$ cat config.mk
export PLATFORM = sky130hd
export DESIGN_NAME = key_conditioner_flat
export DESIGN_NICKNAME = d
export VERILOG_FILES = /design/src/rtl/key_conditioner_pkg.sv /design/src/rtl/key_conditioner_if.sv /design/src/rtl/key_debounce_channel.sv /design/src/rtl/key_conditioner.sv /design/src/flat_wrapper.sv
export SDC_FILE = /design/constraint.sdc
export NUM_CORES = 1
export LEC_CHECK = 0
export CAP_MARGIN = 20
export CORE_MARGIN = 2
export CORE_UTILIZATION = 50
export CTS_CLUSTER_SIZE = 16
export DETAILED_ROUTE_END_ITERATION = 16
export GPL_TIMING_DRIVEN = 0
export HOLD_SLACK_MARGIN = 0.08
export PLACE_DENSITY_LB_ADDON = 0.15
export SETUP_SLACK_MARGIN = 0.2
export SLEW_MARGIN = 20
export SYNTH_ARGS = -nofsm -noshare
export SYNTH_HDL_FRONTEND = slang
export SYNTH_SLANG_ARGS = --single-unit
$ cat constraint.sdc
create_clock -name clk -period 2.28 [get_ports clk]
set_input_delay 0.57 -clock clk [delete_from_list [all_inputs] [get_ports clk]]
set_output_delay 0.57 -clock clk [all_outputs]
set_load 0.01 [all_outputs]
$ cat src/rtl/key_conditioner_pkg.sv
// Shared definitions for pushbutton conditioning: per-key FSM states, default
// timing constants and counter sizing, reusable by other key-driven state machines.
package key_conditioner_pkg;

  typedef enum logic [1:0] {
    ST_IDLE         = 2'd0,
    ST_PRESS_WAIT   = 2'd1,
    ST_PRESSED      = 2'd2,
    ST_RELEASE_WAIT = 2'd3
  } key_state_e;

  localparam int unsigned NUM_KEYS                = 32'd2;
  localparam int unsigned DEFAULT_DEBOUNCE_CYCLES = 32'd500000;
  localparam int unsigned DEFAULT_HOLD_CYCLES     = 32'd50000000;

  // Bits needed for a counter that never has to exceed n-1; at least one bit.
  function automatic int unsigned cnt_width(input int unsigned n);
    int unsigned w;
    if (n <= 32'd2) begin
      w = 32'd1;
    end else begin
      w = $clog2(n);
    end
    return w;
  endfunction

endpackage

$ cat src/rtl/key_conditioner_if.sv
// Pushbutton bundle: raw active-low keys in, conditioned level and event pulses out.
interface key_conditioner_if;
  import key_conditioner_pkg::*;

  logic [NUM_KEYS-1:0] KEY;
  logic [NUM_KEYS-1:0] key_level;
  logic [NUM_KEYS-1:0] key_press;
  logic [NUM_KEYS-1:0] key_release;
  logic [NUM_KEYS-1:0] key_hold;

  modport master (
    output KEY,
    input  key_level,
    input  key_press,
    input  key_release,
    input  key_hold
  );

  modport slave (
    input  KEY,
    output key_level,
    output key_press,
    output key_release,
    output key_hold
  );

endinterface

$ cat src/rtl/key_debounce_channel.sv
// One pushbutton: two-flop synchronizer, debounce FSM, hold timer and registered
// level/press/release/hold outputs.
module key_debounce_channel
  import key_conditioner_pkg::*;
#(
  parameter int unsigned DEBOUNCE_CYCLES = DEFAULT_DEBOUNCE_CYCLES,
  parameter int unsigned HOLD_CYCLES     = DEFAULT_HOLD_CYCLES
) (
  input  logic clk,
  input  logic reset,
  input  logic key_raw,
  output logic key_level,
  output logic key_press,
  output logic key_release,
  output logic key_hold
);

  localparam int unsigned DEB_W  = cnt_width(DEBOUNCE_CYCLES);
  localparam int unsigned HOLD_W = cnt_width(HOLD_CYCLES);
  // Entry into a WAIT state is the first stable sample, so the count ends at D-2.
  localparam logic [DEB_W-1:0]  DEB_LAST  = DEB_W'(DEBOUNCE_CYCLES - 32'd2);
  localparam logic [HOLD_W-1:0] HOLD_LAST = HOLD_W'(HOLD_CYCLES - 32'd1);

  logic              meta_r;
  logic              sync_r;
  key_state_e        state_r;
  key_state_e        state_s;
  logic [DEB_W-1:0]  deb_cnt_r;
  logic [HOLD_W-1:0] hold_cnt_r;
  logic              hold_fired_r;
  logic              deb_done_s;
  logic              press_s;
  logic              release_s;
  logic              hold_s;
  logic              level_s;
  logic              level_r;
  logic              press_r;
  logic              release_r;
  logic              hold_r;

  assign deb_done_s = (deb_cnt_r == DEB_LAST);

  // Two-flop synchronizer; reset value 1 means released.
  always_ff @(posedge clk) begin
    if (reset) begin
      meta_r <= 1'b1;
      sync_r <= 1'b1;
    end else begin
      meta_r <= key_raw;
      sync_r <= meta_r;
    end
  end

  // FSM state register.
  always_ff @(posedge clk) begin
    if (reset) begin
      state_r <= ST_IDLE;
    end else begin
      state_r <= state_s;
    end
  end

  // FSM next-state logic.
  always_comb begin
    state_s = state_r;
    case (state_r)
      ST_IDLE: begin
        if (!sync_r) begin
          state_s = ST_PRESS_WAIT;
        end else begin
          state_s = ST_IDLE;
        end
      end
      ST_PRESS_WAIT: begin
        if (sync_r) begin
          state_s = ST_IDLE;
        end else if (deb_done_s) begin
          state_s = ST_PRESSED;
        end else begin
          state_s = ST_PRESS_WAIT;
        end
      end
      ST_PRESSED: begin
        if (sync_r) begin
          state_s = ST_RELEASE_WAIT;
        end else begin
          state_s = ST_PRESSED;
        end
      end
      ST_RELEASE_WAIT: begin
        if (!sync_r) begin
          state_s = ST_PRESSED;
        end else if (deb_done_s) begin
          state_s = ST_IDLE;
        end else begin
          state_s = ST_RELEASE_WAIT;
        end
      end
      default: begin
        state_s = ST_IDLE;
      end
    endcase
  end

  // FSM output decode: values the output registers take on the next edge.
  always_comb begin
    press_s   = (state_r == ST_PRESS_WAIT) && !sync_r && deb_done_s;
    release_s = (state_r == ST_RELEASE_WAIT) && sync_r && deb_done_s;
    hold_s    = ((state_r == ST_PRESSED) || (state_r == ST_RELEASE_WAIT)) &&
                (hold_cnt_r == HOLD_LAST) && !hold_fired_r;
    if (press_s) begin
      level_s = 1'b1;
    end else if (release_s) begin
      level_s = 1'b0;
    end else begin
      level_s = level_r;
    end
  end

  // Debounce counter: runs only while a WAIT state persists, cleared otherwise.
  always_ff @(posedge clk) begin
    if (reset) begin
      deb_cnt_r <= '0;
    end else if (((state_r == ST_PRESS_WAIT) && (state_s == ST_PRESS_WAIT)) ||
                 ((state_r == ST_RELEASE_WAIT) && (state_s == ST_RELEASE_WAIT))) begin
      if (!deb_done_s) begin
        deb_cnt_r <= deb_cnt_r + DEB_W'(1);
      end else begin
        deb_cnt_r <= deb_cnt_r;
      end
    end else begin
      deb_cnt_r <= '0;
    end
  end

  // Hold timer: restarts on each accepted press, survives release bounces, saturates.
  always_ff @(posedge clk) begin
    if (reset) begin
      hold_cnt_r   <= '0;
      hold_fired_r <= 1'b0;
    end else if (press_s) begin
      hold_cnt_r   <= '0;
      hold_fired_r <= 1'b0;
    end else if ((state_r == ST_PRESSED) || (state_r == ST_RELEASE_WAIT)) begin
      if (hold_cnt_r != HOLD_LAST) begin
        hold_cnt_r <= hold_cnt_r + HOLD_W'(1);
      end else begin
        hold_cnt_r <= hold_cnt_r;
      end
      hold_fired_r <= hold_fired_r | hold_s;
    end else begin
      hold_cnt_r   <= hold_cnt_r;
      hold_fired_r <= hold_fired_r;
    end
  end

  // Registered outputs.
  always_ff @(posedge clk) begin
    if (reset) begin
      level_r   <= 1'b0;
      press_r   <= 1'b0;
      release_r <= 1'b0;
      hold_r    <= 1'b0;
    end else begin
      level_r   <= level_s;
      press_r   <= press_s;
      release_r <= release_s;
      hold_r    <= hold_s;
    end
  end

  assign key_level   = level_r;
  assign key_press   = press_r;
  assign key_release = release_r;
  assign key_hold    = hold_r;

endmodule

$ cat src/rtl/key_conditioner.sv
// Two independent debounced pushbuttons with press/release/hold event pulses.
module key_conditioner
  import key_conditioner_pkg::*;
#(
  parameter int unsigned DEBOUNCE_CYCLES = DEFAULT_DEBOUNCE_CYCLES,
  parameter int unsigned HOLD_CYCLES     = DEFAULT_HOLD_CYCLES
) (
  input  logic                 clk,
  input  logic                 reset,
  key_conditioner_if.slave     kbus
);

  // Elaboration-time parameter legality checks.
  if (DEBOUNCE_CYCLES < 32'd2) begin : g_bad_debounce
    $error("key_conditioner: DEBOUNCE_CYCLES must be at least 2");
  end
  if (HOLD_CYCLES <= DEBOUNCE_CYCLES) begin : g_bad_hold
    $error("key_conditioner: HOLD_CYCLES must exceed DEBOUNCE_CYCLES");
  end

  logic [NUM_KEYS-1:0] level_s;
  logic [NUM_KEYS-1:0] press_s;
  logic [NUM_KEYS-1:0] release_s;
  logic [NUM_KEYS-1:0] hold_s;

  for (genvar i = 0; i < NUM_KEYS; i++) begin : g_key
    key_debounce_channel #(
      .DEBOUNCE_CYCLES (DEBOUNCE_CYCLES),
      .HOLD_CYCLES     (HOLD_CYCLES)
    ) u_channel (
      .clk         (clk),
      .reset       (reset),
      .key_raw     (kbus.KEY[i]),
      .key_level   (level_s[i]),
      .key_press   (press_s[i]),
      .key_release (release_s[i]),
      .key_hold    (hold_s[i])
    );
  end

  assign kbus.key_level   = level_s;
  assign kbus.key_press   = press_s;
  assign kbus.key_release = release_s;
  assign kbus.key_hold    = hold_s;

endmodule

$ cat src/flat_wrapper.sv
// flat-port wrapper written by rule: the top's interface ports become plain ports
module key_conditioner_flat import key_conditioner_pkg::*;
#(
  parameter int unsigned DEBOUNCE_CYCLES = DEFAULT_DEBOUNCE_CYCLES,
  parameter int unsigned HOLD_CYCLES     = DEFAULT_HOLD_CYCLES
)
  (clk, reset, kbus_KEY, kbus_key_level, kbus_key_press, kbus_key_release, kbus_key_hold);
  key_conditioner_if kbus_i ();
  input  logic clk;
  input  logic reset;
  input wire logic [$bits(kbus_i.KEY)-1:0] kbus_KEY;
  output wire logic [$bits(kbus_i.key_level)-1:0] kbus_key_level;
  output wire logic [$bits(kbus_i.key_press)-1:0] kbus_key_press;
  output wire logic [$bits(kbus_i.key_release)-1:0] kbus_key_release;
  output wire logic [$bits(kbus_i.key_hold)-1:0] kbus_key_hold;
  assign kbus_i.KEY = kbus_KEY;
  assign kbus_key_level = kbus_i.key_level;
  assign kbus_key_press = kbus_i.key_press;
  assign kbus_key_release = kbus_i.key_release;
  assign kbus_key_hold = kbus_i.key_hold;
  key_conditioner #(.DEBOUNCE_CYCLES(DEBOUNCE_CYCLES), .HOLD_CYCLES(HOLD_CYCLES)) u_core (.clk(clk), .reset(reset), .kbus(kbus_i));
endmodule
### Word-level counts from Yosys, hierarchy flattened

Cells that the tools add are included.

* output and inout port bits: 8
* memory bits (read-only): 0
* memory bits (writable): 0
* memories kept: 0
* register bits after elaboration: 108
* input bits: 4
* word-level logic and storage cells: 96
* latch bits: 0

* reduce and logical (&&, ||, !) cells: 34
* $add $sub $neg: 4
* shifts and indexed selects: 0
* bitwise gates (word level): 4
* div/mod/pow operators: 0
* $lt $le $gt $ge: 0
* equality and inequality tests: 16
* multiplexer cells: 18
* multipliers: 0

Operators with widths (count)
* adder 26 x 1 -> 26 bit (second input constant): 2
* == test 26 bit (second input constant): 2
* != test 26 bit (second input constant): 2
* adder 19 x 1 -> 19 bit (second input constant): 2
* == test 19 bit (second input constant): 2
* logical AND 1 bit: 16
* two-way mux 2 bit: 8
* case mux 2 bit (4 select lines): 2
* == test 2 bit (second input constant): 6
* == test 2 x 1 -> 1 bit (second input constant): 4
* two-way mux 1 bit: 8
* OR reduction 2 bit: 4
* logical NOT 1 bit: 4
* logical NOT 2 bit: 2
* logical OR 1 bit: 4
* AND reduction 2 bit: 2
* nonzero test 2 bit: 2
* inverter 1 bit: 2
* bitwise OR 1 bit: 2

### Longest topological paths before layout

* word-level depth: 9
* mapped depth: 8
* depth with buffers taken out: 7

### Hierarchy

Synthesis repeated with hierarchy kept, for this count alone.

* cell total of the unflattened synthesis: 559
* area, all modules: 4993.5 sq um

By module, submodules not included
* key_debounce_channel (u_core.g_key[0].u_channel): cells an instance 278, seq. area each 1081.0 sq um, area an instance 2521.2 sq um, instances 1
* key_debounce_channel (u_core.g_key[1].u_channel): cells an instance 281, seq. area each 1081.0 sq um, area an instance 2472.4 sq um, instances 1

### Least setup slack after synthesis

OpenSTA, ideal clock, no wires.

* kind: flip-flop to flip-flop
* start: register u_core.g_key[1].u_channel.deb_cnt_r[0]
* end: register u_core.g_key[1].u_channel.hold_cnt_r[22]
* stages on the path, launching flop included: 9
* period minus slack after synthesis: 1931 ps
* setup time: 115 ps
* required time: 2165 ps
* buffers on the path: 1
* path slack: 349 ps
* data arrival time: 1817 ps
* cell sequence: dfxtp_1 -> inv_1 -> ha_1 -> or4bb_1 -> nor3_1 -> nand3_1 -> o21ai_4 -> buf_4 -> nor2_1

* longest elaborated chain between the ends: 3

RTL lines
* from (decl): RTL line key_debounce_channel.sv:28 `logic [DEB_W-1:0] deb_cnt_r;`
* from (signal assigned): RTL line key_debounce_channel.sv:127 `deb_cnt_r <= deb_cnt_r + DEB_W'(1);`
* from (signal assigned): RTL line key_debounce_channel.sv:129 `deb_cnt_r <= deb_cnt_r;`
* == test 19 bit: RTL line key_debounce_channel.sv:41 `assign deb_done_s = (deb_cnt_r == DEB_LAST);`
* logical AND 1 bit: RTL line key_debounce_channel.sv:107 `press_s = (state_r == ST_PRESS_WAIT) && !sync_r && deb_done_s;`
* OR reduction 2 bit (no source line)
* to (signal assigned): RTL line key_debounce_channel.sv:146 `hold_cnt_r <= hold_cnt_r + HOLD_W'(1);`
* to (signal assigned): RTL line key_debounce_channel.sv:148 `hold_cnt_r <= hold_cnt_r;`
* to (signal assigned): RTL line key_debounce_channel.sv:152 `hold_cnt_r <= hold_cnt_r;`
* to (decl): RTL line key_debounce_channel.sv:29 `logic [HOLD_W-1:0] hold_cnt_r;`

Every way passes these cells.
A chain may end at the register's enable or synchronous reset.

### Final worst setup path

* start: register u_core.g_key[0].u_channel.deb_cnt_r[9]
* end: register u_core.g_key[0].u_channel.hold_cnt_r[6]

* longest elaborated chain between the ends: 3

RTL lines (RTL line)
* from (decl): key_debounce_channel.sv:28
* from (signal assigned): key_debounce_channel.sv:127
* from (signal assigned): key_debounce_channel.sv:129
* == test 19 bit: key_debounce_channel.sv:41
* logical AND 1 bit: key_debounce_channel.sv:107
* OR reduction 2 bit (no source line)
* to (signal assigned): key_debounce_channel.sv:146
* to (signal assigned): key_debounce_channel.sv:148
* to (signal assigned): key_debounce_channel.sv:152
* to (decl): key_debounce_channel.sv:29

Every way passes these cells.

==> flow_summary.toml <==
[run_status]
outcome = "finished, final reports clean"

[sta]
final.period_utilization_pct = 88.0
min_period_ns = 2.01
rsz0062_at_grt = "true"
setup_tns_ns = 0
fmax_ghz = 0.498
relSlewSlack_pct = 62.1
setup_viol_count_final = 0
skew_ns = 0.0103
slew_violations = 0
hold_violations = 0
tightestPinTransition_ns = 0.563

[drt]
first_iter_violations = 137
routed_wl_um = 9850
vias = 4036
postRouteAntennaNets = 0
drt-pass1-iter-count = 4
viasPerCell = 5.46
wl_per_cell_um = 13.3
drc_errors = 0

[global_routing]
grt_usage_pct = 18.3
antenna_found_initial = 0
grt_max_degree = 20
grt_pass1_vias = 3561
grt_pass1_wl_um = 16400
globalRoute.totalOverflow = 0

[worst_setup_path]
reg2reg_to = "u_core.g_key[0].u_channel.hold_cnt_r[6]$_SDFFE_PP0P_"
worst-setup-path-type = "reg2reg"
cp.required_ns = 2.56
path_max_fanout = 5
ff2ff_path_depth = 6
rr_startpoint = "u_core.g_key[0].u_channel.deb_cnt_r[9]$_SDFFE_PP0N_"
cp-start-kind = "flop"
arrival_ns = 2.28
cp-end-kind = "flop"
reg2reg_slack_ns = 0.27

[run]
maxCapViolCount = 0

[hold_path]
whs_endpoint = "u_core.g_key[1].u_channel.sync_r$_SDFF_PP1_"
hp-class = "reg2reg"
min_from = "u_core.g_key[1].u_channel.meta_r$_SDFF_PP1_"
min_path_cells = 1

[synthesis]
ys_seq_area_share_pct = 43.4
ys_ff_latch = 108
synthAdderAreaFrac_pct = 1.51
synth_edf_count = 0
synthMuxAreaShare_pct = 1.01
dominantRegCellSynth = "dfxtp_1"
synth_area_um2 = 4980
synth_cell_types = 45
yosysWarnings = 0
synth_compound_area_share_pct = 7.47
syn_nets = 576
synth_top_family_by_area = "simple AND/OR/NAND/NOR gates"
async_reset_ff_share_pct = 0
avgSynthCellArea_um2 = 8.79
syn_inst = 566
yosys.area_share.simple_pct = 30.2
synthXorXnorAreaFrac_pct = 12.7

[clocking]
cts_buffers = 9
ctsHtreeMaxLevel = 3
cts_max_path_buffers = 2
cts-root-buf = "clkbuf_8"
clk_latency_ns = 0.38
ctsHoldBuffers = 0
cts.clk_slew.worst_paths_ns = 0.10
cts.sink_count = 108
tritoncts = "done"

[final_layout]
drive_gt1_share_pct = 13.0
multiInputGateArea_um2 = 2760
area_delta_synth_final_pct = 14.9
num-fill-cells = 921
diodes = 0
stdcell_count = 739
nets = 611
ff_latch_area_um2 = 2170
layout_common_cells = "nor2_1, dfxtp_1, xor2_1"

[placement]
post-dp-hpwl_um = 6670
place.gp.congestion = 0.861
place_inst = 710
port_buffers = 11

[die]
fp-row-count = 36
start_util_pct = 51.2
ios = 12
coreArea_um2 = 9730
die_h_um = 104
dieArea_um2 = 10800
die_w_um = 104

[power_and_ir_drop]
p_leak_nw = 1.92
power.density_nw_per_um2 = 556
vdd_drop_max_mv = 0.443
==> cells in the mapped netlist (2+ instances only) <==
library cell	n	area share, %
o31ai_1	6	0.90
or4_1	8	1.2
and2_1	6	0.75
and4b_1	2	0.40
o21ba_2	2	0.40
and4_1	12	2.1
or3_1	9	1.1
nor3_2	2	0.40
nor4bb_1	2	0.40
a21oi_1	15	1.5
o21ai_0	15	1.5
nand4_2	3	0.75
xor2_1	50	8.8
ha_1	6	1.5
buf_2	4	0.40
or2_2	6	0.75
clkbuf_1	8	0.60
mux2i_1	5	1.0
nand2_1	33	2.5
xnor2_1	22	3.9
o21ai_2	2	0.35
nor2_1	105	7.9
o21a_1	2	0.30
nor4_1	11	1.4
o2111ai_1	2	0.35
and3_1	9	1.1
nor3_1	12	1.2
o211ai_1	4	0.60
buf_4	12	1.8
dfxtp_1	108	43
nand4_1	27	3.4
nor4b_1	5	0.88
inv_1	12	0.90
nand3_1	28	2.8
==> cells by family after synthesis <==
| logic type | count (synthesis) |
|---|---|
| adders and majority gates | 6 |
| buffers and inverters | 36 |
| DFF | 108 |
| muxes | 5 |
| xor gates and xnor gates | 72 |
| and+or+nand+nor | 285 |
| AOI/OAI and AO/OA | 54 |
==> state kept, by name (all words and copies together) (netlist names) <==
| name | count |
|---|---|
| u_core.g_key.u_channel.hold_cnt_r | 52 |
| u_core.g_key.u_channel.deb_cnt_r | 38 |
| u_core.g_key.u_channel.state_r | 4 |
| u_core.g_key.u_channel.hold_fired_r | 2 |
| u_core.g_key.u_channel.key_hold | 2 |
| u_core.g_key.u_channel.key_level | 2 |
| u_core.g_key.u_channel.key_press | 2 |
| u_core.g_key.u_channel.key_release | 2 |
| u_core.g_key.u_channel.meta_r | 2 |
| u_core.g_key.u_channel.sync_r | 2 |
==> final cells by class <==
class                      count  area share, %
clock buffer                   9           2.17
inverter                      12          0.788
buffer                        24           2.74
clock inverter                 7           1.42
sequential                   108           38.0
multi-input combinational    423           48.3
tap                          133           2.91
timing repair buffer          23           3.72
==> where the power goes <==
group / switching, mW / internal [mW] / total, mW / leakage, nW
Sequential: 0.00589 / 1.89 / 1.90 / 0.873
Clock: 0.688 / 0.526 / 1.21 / 0.101
Combinational: 0.0357 / 0.0342 / 0.0699 / 0.942
Total: 0.730 / 2.45 / 3.18 / 1.92
==> worst max-delay path: stages (launching register included) <==
cell and delay (ns):
dfxtp_1 0.36, or4_4 0.56, nor3_4 0.27, nand3_2 0.15
o21ai_4 0.26, buf_12 0.15, o21ba_2 0.15
==> repair_timing <==
action,4_1_cts,5_1_grt
gates resized for setup,8,24
endpoints found under the setup margin,66,77
setup buffers,4,8
cloned,0,1
pin swaps,2,12
==> through the flow <==
| stage | setup slack [ns] | util [%] | instance area (um^2) | power (mW) | hold WS (ns) |
|---|---|---|---|---|---|
| after floorplan | 0.349 | - | 4980 | 1.98 | 0.389 |
| after global placement | 0.0557 | 54.0 | 5250 | 2.00 | 0.393 |
| after detailed placement | 0.00478 | 54.0 | 5250 | 2.00 | 0.395 |
| after CTS | 0.210 | 57.0 | 5550 | 3.24 | 0.427 |
| after global routing | 0.174 | 58.8 | 5720 | 3.31 | 0.449 |
| final | 0.274 | 58.8 | 5720 | 3.18 | 0.424 |
==> worst max path at each step <==
stage | from | end | slack [ns] | cells past startpoint
after floorplan | u_core.g_key[1].u_channel.deb_cnt_r[0]$_SDFFE_PP0N_ | u_core.g_key[1].u_channel.hold_cnt_r[22]$_SDFFE_PP0P_ | 0.35 | 8
after global placement | u_core.g_key[1].u_channel.deb_cnt_r[1]$_SDFFE_PP0N_ | u_core.g_key[1].u_channel.hold_cnt_r[24]$_SDFFE_PP0P_ | 0.06 | 7
after detailed placement | u_core.g_key[1].u_channel.deb_cnt_r[1]$_SDFFE_PP0N_ | u_core.g_key[1].u_channel.hold_cnt_r[17]$_SDFFE_PP0P_ | 0.005 | 7
after CTS | u_core.g_key[0].u_channel.state_r[1]$_SDFF_PP0_ | u_core.g_key[0].u_channel.hold_cnt_r[15]$_SDFFE_PP0P_ | 0.21 | 6
after global routing | u_core.g_key[1].u_channel.deb_cnt_r[0]$_SDFFE_PP0N_ | u_core.g_key[1].u_channel.hold_cnt_r[4]$_SDFFE_PP0P_ | 0.17 | 8
final | u_core.g_key[0].u_channel.deb_cnt_r[9]$_SDFFE_PP0N_ | u_core.g_key[0].u_channel.hold_cnt_r[6]$_SDFFE_PP0P_ | 0.27 | 6
==> routing by layer <==
layer	GRT usage, %	vias to the layer above	routed length [um]
met1	24.1	1923	4800
met2	29.1	47	4620
met3	5.16	8	322
met5	0	-	0
li1	-	2058	-
met4	6.18	0	99
(Power assumes the default switching activity.)
